**config.mk**
```make
export PLATFORM = sky130hd
export DESIGN_NAME = fminmax_reduce
export DESIGN_NICKNAME = d
export VERILOG_FILES = /design/src/rtl/fminmax_pkg.sv /design/src/rtl/fminmax_cmp.sv /design/src/rtl/fminmax_reduce.sv
export SDC_FILE = /design/constraint.sdc
export NUM_CORES = 1
export LEC_CHECK = 0
export ABC_AREA = 0
export CAP_MARGIN = 25
export CORE_ASPECT_RATIO = 1.5
export CORE_MARGIN = 5
export CORE_UTILIZATION = 51
export DETAILED_ROUTE_END_ITERATION = 12
export GPL_ROUTABILITY_DRIVEN = 0
export PLACE_DENSITY = 0.95
export SLEW_MARGIN = 20
export SYNTH_ARGS = -nofsm -noshare
export SYNTH_HDL_FRONTEND = slang
export SYNTH_SLANG_ARGS = --single-unit
```
**constraint.sdc**
```tcl
create_clock -name CLK -period 4.64 [get_ports CLK]
set_clock_uncertainty 0.05 [all_clocks]
set_input_delay 0.928 -clock CLK [delete_from_list [all_inputs] [get_ports CLK]]
set_output_delay 0.928 -clock CLK [all_outputs]
set_load 0.02 [all_outputs]
```
**src/rtl/fminmax_pkg.sv**
```systemverilog
// Shared types and helpers for the fminmax_reduce IEEE-754 min/max reduction block.
package fminmax_pkg;

    localparam int unsigned FP_MAX_W = 128;

    typedef enum logic [1:0] {
        IDLE = 2'd0,
        ACC  = 2'd1,
        DONE = 2'd2
    } state_e;

    // Canonical quiet NaN: sign 0, exponent all ones, fraction MSB only; caller truncates to its width.
    function automatic logic [FP_MAX_W-1:0] canon_qnan(input int unsigned exp_w,
                                                       input int unsigned man_w);
        logic [FP_MAX_W-1:0] q;
        q = '0;
        for (int unsigned i = 0; i < FP_MAX_W; i++) begin
            if ((i >= man_w - 1) && (i < man_w + exp_w)) begin
                q[i] = 1'b1;
            end
        end
        return q;
    endfunction

endpackage

```
**src/rtl/fminmax_cmp.sv**
```systemverilog
// Combinational IEEE-754 min/max of two operands using sign-magnitude ordering (no adder).
module fminmax_cmp
    import fminmax_pkg::*;
#(
    parameter  int unsigned EXP_W = 8,
    parameter  int unsigned MAN_W = 23,
    localparam int unsigned W     = 1 + EXP_W + MAN_W
) (
    input  logic [W-1:0] a,
    input  logic [W-1:0] b,
    input  logic         is_max,
    output logic [W-1:0] result,
    output logic         a_snan,
    output logic         b_snan
);

    localparam logic [W-1:0] QNAN = W'(canon_qnan(EXP_W, MAN_W));

    logic           a_sign;
    logic           b_sign;
    logic [W-2:0]   a_mag;
    logic [W-2:0]   b_mag;
    logic           a_nan;
    logic           b_nan;
    logic           a_gt_b;
    logic           b_gt_a;
    logic           pick_b;

    assign a_sign = a[W-1];
    assign b_sign = b[W-1];
    assign a_mag  = a[W-2:0];
    assign b_mag  = b[W-2:0];
    assign a_nan  = (&a[W-2:MAN_W]) && (|a[MAN_W-1:0]);
    assign b_nan  = (&b[W-2:MAN_W]) && (|b[MAN_W-1:0]);
    assign a_snan = a_nan && !a[MAN_W-1];
    assign b_snan = b_nan && !b[MAN_W-1];

    // Opposite signs: the positive one is greater, which also puts -0 below +0.
    always_comb begin
        a_gt_b = 1'b0;
        b_gt_a = 1'b0;
        if (a_sign != b_sign) begin
            a_gt_b = !a_sign;
            b_gt_a = a_sign;
        end else if (!a_sign) begin
            a_gt_b = a_mag > b_mag;
            b_gt_a = b_mag > a_mag;
        end else begin
            a_gt_b = a_mag < b_mag;
            b_gt_a = b_mag < a_mag;
        end
    end

    always_comb begin
        pick_b = is_max ? b_gt_a : a_gt_b;
        result = pick_b ? b : a;
        if (a_nan && b_nan) begin
            result = QNAN;
        end else if (a_nan) begin
            result = b;
        end else if (b_nan) begin
            result = a;
        end
    end

endmodule

```
**src/rtl/fminmax_reduce.sv**
```systemverilog
// Streaming min/max reduction over a vector of IEEE-754 elements.
// Define FMINMAX_INVALID_EN to add the sticky out_invalid (signalling NaN seen) flag.
module fminmax_reduce
    import fminmax_pkg::*;
#(
    parameter  int unsigned EXP_W = 8,
    parameter  int unsigned MAN_W = 23,
    localparam int unsigned W     = 1 + EXP_W + MAN_W
) (
    input  logic         CLK,
    input  logic         RST,
    input  logic         in_valid,
    output logic         in_ready,
    input  logic [W-1:0] in_data,
    input  logic         in_last,
    input  logic         in_max,
    output logic         out_valid,
    input  logic         out_ready,
    output logic [W-1:0] out_data
`ifdef FMINMAX_INVALID_EN
    ,
    output logic         out_invalid
`endif
);

    localparam logic [W-1:0] QNAN = W'(canon_qnan(EXP_W, MAN_W));

    state_e        state;
    state_e        state_nxt;
    logic [W-1:0]  acc;
    logic [W-1:0]  acc_nxt;
    logic          mode;
    logic          mode_nxt;
    logic          valid_nxt;
    logic          ready_nxt;
    logic          accept;
    logic          in_nan;
    logic [W-1:0]  cmp_res;
    logic          a_snan;
    logic          b_snan;

    assign accept   = in_valid && in_ready;
    assign in_nan   = (&in_data[W-2:MAN_W]) && (|in_data[MAN_W-1:0]);
    assign out_data = acc;

    fminmax_cmp #(
        .EXP_W (EXP_W),
        .MAN_W (MAN_W)
    ) u_cmp (
        .a      (acc),
        .b      (in_data),
        .is_max (mode),
        .result (cmp_res),
        .a_snan (a_snan),
        .b_snan (b_snan)
    );

    always_ff @(posedge CLK or posedge RST) begin
        if (RST) begin
            state <= IDLE;
        end else begin
            state <= state_nxt;
        end
    end

    // A lone NaN first element is canonicalised so a NaN-only vector yields the canonical qNaN.
    always_comb begin
        state_nxt = state;
        acc_nxt   = acc;
        mode_nxt  = mode;
        case (state)
            IDLE: begin
                if (accept) begin
                    acc_nxt   = in_nan ? QNAN : in_data;
                    mode_nxt  = in_max;
                    state_nxt = in_last ? DONE : ACC;
                end
            end
            ACC: begin
                if (accept) begin
                    acc_nxt = cmp_res;
                    if (in_last) begin
                        state_nxt = DONE;
                    end
                end
            end
            DONE: begin
                if (out_ready) begin
                    state_nxt = IDLE;
                end
            end
            default: begin
                state_nxt = IDLE;
            end
        endcase
        valid_nxt = (state_nxt == DONE);
        ready_nxt = (state_nxt != DONE);
    end

    always_ff @(posedge CLK or posedge RST) begin
        if (RST) begin
            acc       <= '0;
            mode      <= 1'b0;
            out_valid <= 1'b0;
            in_ready  <= 1'b1;
        end else begin
            acc       <= acc_nxt;
            mode      <= mode_nxt;
            out_valid <= valid_nxt;
            in_ready  <= ready_nxt;
        end
    end

`ifdef FMINMAX_INVALID_EN
    logic invalid_nxt;

    // Sticky across the vector; restarts with the first element and clears on result handoff.
    always_comb begin
        invalid_nxt = out_invalid;
        case (state)
            IDLE: begin
                if (accept) begin
                    invalid_nxt = b_snan;
                end
            end
            ACC: begin
                if (accept) begin
                    invalid_nxt = out_invalid || a_snan || b_snan;
                end
            end
            DONE: begin
                if (out_ready) begin
                    invalid_nxt = 1'b0;
                end
            end
            default: begin
                invalid_nxt = 1'b0;
            end
        endcase
    end

    always_ff @(posedge CLK or posedge RST) begin
        if (RST) begin
            out_invalid <= 1'b0;
        end else begin
            out_invalid <= invalid_nxt;
        end
    end
`else
    logic snan_unused;
    assign snan_unused = a_snan | b_snan;
`endif

endmodule

```
==> impl_metrics.py, run 1 <==
metrics = {
    "critical_path": {
        "r2r_start": "out_data[20]$_DFFE_PP0P_",
        "worst-setup-path-type": "input port to register",
        "worst_r2r_path_depth": 8,
        "required_ns": 4.77,
        "r2r_setup_slack_ns": 1.60,
        "crit_path_start_kind": "input port",
        "arrival_ns": 3.93,
        "cp_max_fo": 32,
        "endpoint_kind": "register",
        "r2r_end": "out_data[28]$_DFFE_PP0P_",
        "cp-startpoint": "in_data[26]",
        "critPathCapture": "out_data[28]$_DFFE_PP0P_",
    },
    "logic_synthesis": {
        "synthCells": 234,
        "synth_common_cells": "dfrtp_1 (36), inv_1 (35), ha_1 (31)",
        "ys_seq_area_share_pct": 38.9,
        "syn_nets": 303,
        "synth.top_cells.by_area": "dfrtp_1 (38%), ha_1 (16%), a22o_1 (9.2%), inv_1 (5.5%), mux2_4 (3.8%)",
        "async_flop_share_pct": 100,
        "netlist.area_leader.share_pct": 37.8,
        "netlist_area_mm2": 0.00239,
        "yosysWarnings": 0,
        "syn_avg_cell_area_um2": 10.2,
        "synth_edf_count": 0,
        "yosys_register_bits": 37,
        "synth_ff_type": "dfrtp_1",
        "synth_most_common_cell": "dfrtp_1",
        "synth_cell_types": 33,
        "yosys.area.top_type": "dfrtp_1",
    },
    "timing": {
        "worst_slack_ns": 0.837,
        "final.setup.tns_ns": 0,
        "rsz0062_at_grt": "no",
        "fin_crit_sh_pct": 82.0,
        "setup_viol": 0,
        "hold_slack_ns": 0.512,
        "finalHoldViolations": 0,
        "tightest_slew_ns": 0.986,
        "max_freq_mhz": 263,
        "drv_slew": 0,
        "finalCriticalPeriod_ns": 3.80,
        "relSlewSlack_pct": 34.3,
    },
    "clock_network": {
        "cts.hold.buffers_added": 0,
        "cts-root-buf": "clkbuf_8",
        "clk_latency_ns": 0.29,
        "cts.sinks": 37,
        "cts_tree": "yes",
        "path_clk_slew_ns": 0.07,
        "cts_made_buffers": 5,
        "post_cts_resized": 0,
        "cts_setup_buffers": 0,
        "htree_levels": 2,
        "cts_buffer_depth": 2,
    },
    "floorplan": {
        "die_w_um": 65.9,
        "die_height_um": 93.8,
        "core.rowCount": 30,
        "io_pins": 72,
        "core_area_mm2": 0.00454,
        "initial_utilization_pct": 52.5,
        "die_area_mm2": 0.00617,
    },
    "routing": {
        "via_count": 2142,
        "avgViaCountPerCell": 5.74,
        "finalWirelength_um": 6290,
        "drt_iter0_drc": 79,
        "antenna_left": 0,
        "dr.pass1.iters": 4,
        "drc_errors": 0,
        "wl_per_cell_um": 16.9,
    },
    "placement": {
        "place_inst": 365,
        "port_buffers": 71,
        "place_area_mm2": 0.00314,
        "place_ws_ns": 0.544,
        "dp_hpwl_um": 5000,
    },
    "power_and_ir_drop": {
        "p_leak_nw": 1.52,
        "vdd_ir_drop_max_uv": 321,
        "p_per_area_mw_per_mm2": 591,
        "totalPowerFinal_mw": 1.92,
    },
    "outcome": {
        "status": "finished clean",
    },
    "finish": {
        "drive_gt1_share_pct": 7.12,
        "nets": 377,
        "final_cells": 373,
        "area_growth_pct": 36.3,
        "fin_area_mm2": 0.00325,
        "finish.utilization_pct": 71.6,
        "num_antenna_cells": 0,
    },
    "global_routing": {
        "grtUsageTotal_pct": 21.8,
        "first_global_vias": 2421,
        "antenna_found_initial": 0,
        "overflow": 0,
        "grt_max_degree": 33,
        "grt_pass1_wl_um": 10600,
    },
    "hold_path": {
        "hold_path.class": "register to register",
    },
    "flow_run": {
        "maxCapViolCount": 0,
    },
}
## how the worst min path moves through the flow
| stage | from | endpoint | cells after the start |
|---|---|---|---|
| floorplan | state[1]$_DFF_PP0_ | state[0]$_DFF_PP0_ | 1 |
| global placement | state[1]$_DFF_PP0_ | state[0]$_DFF_PP0_ | 1 |
| detailed placement | state[1]$_DFF_PP0_ | state[0]$_DFF_PP0_ | 1 |
| CTS | state[1]$_DFF_PP0_ | state[0]$_DFF_PP0_ | 1 |
| global route | state[1]$_DFF_PP0_ | state[0]$_DFF_PP0_ | 1 |
| finish | state[1]$_DFF_PP0_ | state[0]$_DFF_PP0_ | 1 |
## power breakdown
part           total (mW)  switching, mW  internal, mW
Clock               0.291          0.115         0.175
Combinational        1.01          0.497         0.512
Sequential          0.622          0.164         0.458
## flip-flops by register name (all words and copies together) (netlist names)
name	flops
out_valid	1
state	2
mode	1
out_data	32
in_ready	1
## cell families (layout without fill, tap and decap cells)
group / Yosys count / in the layout / share of synthesized area, %
AOI/OAI and AO/OA: 57 / 57 / 18.4
muxes: 9 / 9 / 5.19
DFF: 37 / 37 / 38.9
buffers and inverters: 40 / 115 / 7.55
adders and majority gates: 31 / 31 / 16.3
and+or+nand+nor: 58 / 58 / 13.1
xor gates and xnor gates: 2 / 2 / 0.734
## critical path: stages
cell and delay (ns):
clkdlybuf4s50_1 0.52, inv_1 0.06, ha_1 0.32, nand4_1 0.18
nor2_1 0.07, a221o_1 0.35, a211o_1 0.30, a21oi_2 0.18
o2111ai_4 0.52, mux2_4 0.49
## area by class of cell
type / count / area [um^2]
inverters: 35 / 131
clock buffers: 7 / 86.3
clock inverters: 1 / 30.0
flip-flops and latches: 37 / 927
fillers: 334 / 1290
repair buffers: 72 / 718
well taps: 64 / 80.1
multi-input cells: 157 / 1280
## metal layers
metal	up-vias	GRT usage (%)	routed length [um]
met1	1047	23.0	2340
met5	-	0	0
met2	55	41.2	3530
met3	18	4.07	271
met4	0	8.82	149
li1	1022	-	-
## placed cells by master (no fill, tap or decap), drive strengths merged
master,instances
a211o,2
a211oi,1
a21o,1
a21oi,15
a221o,1
a221oi,1
a22o,25
a22oi,1
buf,1
bufinv,1
clkbuf,7
clkdlybuf4s50,71
dfrtp,36
dfstp,1
ha,31
inv,35
mux2,9
nand2,11
nand2b,2
nand3,5
nand3b,1
nand4,13
nor2,8
nor2b,1
nor3,4
nor4,13
o2111a,1
o2111ai,1
o21ai,7
o31ai,1
xnor2,1
xor2,1
Note: power is estimated with default switching activity, not from simulation.
==> run 2, diff against run 1 <==
--- a/config.mk
+++ b/config.mk
@@ -9,10 +9,10 @@
 export CAP_MARGIN = 25
 export CORE_ASPECT_RATIO = 1.5
 export CORE_MARGIN = 5
-export CORE_UTILIZATION = 51
+export CORE_UTILIZATION = 43
 export DETAILED_ROUTE_END_ITERATION = 12
 export GPL_ROUTABILITY_DRIVEN = 0
-export PLACE_DENSITY = 0.95
+export PLACE_DENSITY = 0.88
 export SLEW_MARGIN = 20
 export SYNTH_ARGS = -nofsm -noshare
 export SYNTH_HDL_FRONTEND = slang
==> constraint.sdc (replaced) <==
create_clock -name CLK -period 3.4 [get_ports CLK]
set_clock_uncertainty 0.05 [all_clocks]
set_input_delay 0.68 -clock CLK [delete_from_list [all_inputs] [get_ports CLK]]
set_output_delay 0.68 -clock CLK [all_outputs]
set_load 0.02 [all_outputs]
==> impl_metrics.py, run 2 (synthesis results as in run 1) <==
metrics = {
    "outcome": {
        "status": "finished clean",
    },
    "clock_network": {
        "cts.hold.buffers_added": 0,
        "cts_buffer_depth": 2,
        "cts_tree": "yes",
        "cts-root-buf": "clkbuf_8",
        "clk_latency_ns": 0.29,
        "post_cts_resized": 0,
        "cts_made_buffers": 5,
        "cts.sinks": 37,
        "path_clk_slew_ns": 0.07,
        "htree_levels": 2,
        "cts_setup_buffers": 0,
    },
    "hold_path": {
        "worstHoldPathCells": 1,
        "hold_path.class": "register to register",
    },
    "critical_path": {
        "cp_max_fo": 14,
        "cp.depth": 11,
        "endpoint_kind": "register",
        "cp_slowest_cell": "clkdlybuf4s50_1",
        "cp_num_buf_inv": 3,
        "required_ns": 3.53,
        "crit_chain": "clkdlybuf4s50_1 -> inv_1 -> ha_1 -> a21oi_1 -> o21ai_0 -> a221o_1 -> a211o_1 -> a21oi_2 -> o2111ai_4 -> buf_4 -> a22o_1",
        "cp_top_family": "compound AO/OA/AOI/OAI gates",
        "crit_path_start_kind": "input port",
        "worst_r2r_path_depth": 9,
        "arrival_ns": 3.40,
        "worst-setup-path-type": "input port to register",
        "max_stage_delay_ns": 0.47,
    },
    "floorplan": {
        "die_area_mm2": 0.00717,
        "die_height_um": 101,
        "core.rowCount": 33,
        "core_area_mm2": 0.00545,
        "die_w_um": 70.8,
        "io_pins": 72,
        "initial_utilization_pct": 43.8,
    },
    "timing": {
        "finalHoldViolations": 0,
        "relSlewSlack_pct": 39.0,
        "setup_viol": 0,
        "max_freq_mhz": 306,
        "drv_slew": 0,
        "fin_crit_sh_pct": 96.2,
        "rsz0062_at_grt": "no",
        "finalCriticalPeriod_ns": 3.27,
        "tightest_slew_ns": 0.914,
        "final.setup.tns_ns": 0,
    },
    "routing": {
        "finalWirelength_um": 6760,
        "antenna_left": 0,
        "dr.pass1.iters": 4,
        "avgViaCountPerCell": 5.62,
        "drc_errors": 0,
        "via_count": 2298,
        "wl_per_cell_um": 16.5,
        "drt_iter0_drc": 76,
    },
    "global_routing": {
        "overflow": 0,
        "antenna_found_initial": 0,
        "first_global_vias": 2486,
        "grt_pass1_wl_um": 11200,
        "grt_max_degree": 25,
        "grtUsageTotal_pct": 19.7,
    },
    "power_and_ir_drop": {
        "internal_power_mw": 1.56,
        "p_leak_nw": 1.66,
        "p_per_area_mw_per_mm2": 758,
        "p_comb_share_pct": 55.6,
        "netSwitchingFraction_pct": 41.0,
        "vdd_ir_drop_max_uv": 403,
        "p_sw_mw": 1.09,
        "totalPowerFinal_mw": 2.65,
        "p_clk_share_pct": 12.0,
        "seq_power_share_pct": 32.4,
    },
    "finish": {
        "drive_gt1_share_pct": 15.0,
        "final_cell_mix": "clkdlybuf4s50_1 (71), dfrtp_1 (36), inv_1 (35)",
        "area_growth_pct": 46.5,
        "layout_commonest_cell": "clkdlybuf4s50_1",
        "fillers": 453,
        "largest_reg_flops": 32,
        "nets": 407,
        "num_antenna_cells": 0,
    },
    "flow_run": {
        "maxCapViolCount": 0,
    },
    "placement": {
        "dp_hpwl_um": 5320,
        "port_buffers": 71,
    },
}
-- run 2: stage by stage --
step,setup slack [ns],utilization [%],hold slack [ns],std cells,instance area (um^2)
final,0.131,64.1,0.473,409,3500
after detailed placement,-0.114,62.5,0.465,401,3410
after global placement,-0.0392,62.5,0.448,401,3410
after CTS,0.157,64.1,0.474,409,3500
after floorplan,0.523,-,0.435,234,2390
after global routing,0.0317,64.1,0.522,409,3500
-- run 2: power groups by stage --
stage	clock network (mW)	registers [mW]	logic, mW
after floorplan	0	1.02	0.617
after global placement	0	0.852	1.42
after detailed placement	0	0.859	1.46
after CTS	0.321	0.853	1.48
after global routing	0.335	0.890	1.59
final	0.318	0.857	1.47
-- run 2: layout make-up --
class,instances,area (um^2),share of cell area (%)
clock buffers,8,90.1,2.58
inverters,35,131,3.76
multi-input cells,157,1280,36.6
flip-flops and latches,37,927,26.5
well taps,70,87.6,2.51
repair buffers,102,981,28.1
-- run 2: per-layer routing --
| layer | wire (um) | share of wire, % | GRT usage, % |
|---|---|---|---|
| met1 | 2510 | 37 | 20.0 |
| met2 | 3640 | 54 | 37.2 |
| met3 | 368 | 5.4 | 4.47 |
| met4 | 229 | 3.4 | 10.1 |
| met5 | 0 | 0 | 0 |
-- run 2: path summary, 6_finish.rpt --
path | from | endpoint | slack [ns]
max reg2reg | out_data[22]$_DFFE_PP0P_ | out_data[10]$_DFFE_PP0P_ | 0.63
min | state[1]$_DFF_PP0_ | state[0]$_DFF_PP0_ | 0.47
min reg2reg | state[1]$_DFF_PP0_ | state[0]$_DFF_PP0_ | 0.47
min in group asynchronous | RST | out_data[26]$_DFFE_PP0P_ | 0.84
max in group asynchronous | RST | out_data[6]$_DFFE_PP0P_ | 1.72
max | in_data[22] | out_data[10]$_DFFE_PP0P_ | 0.13
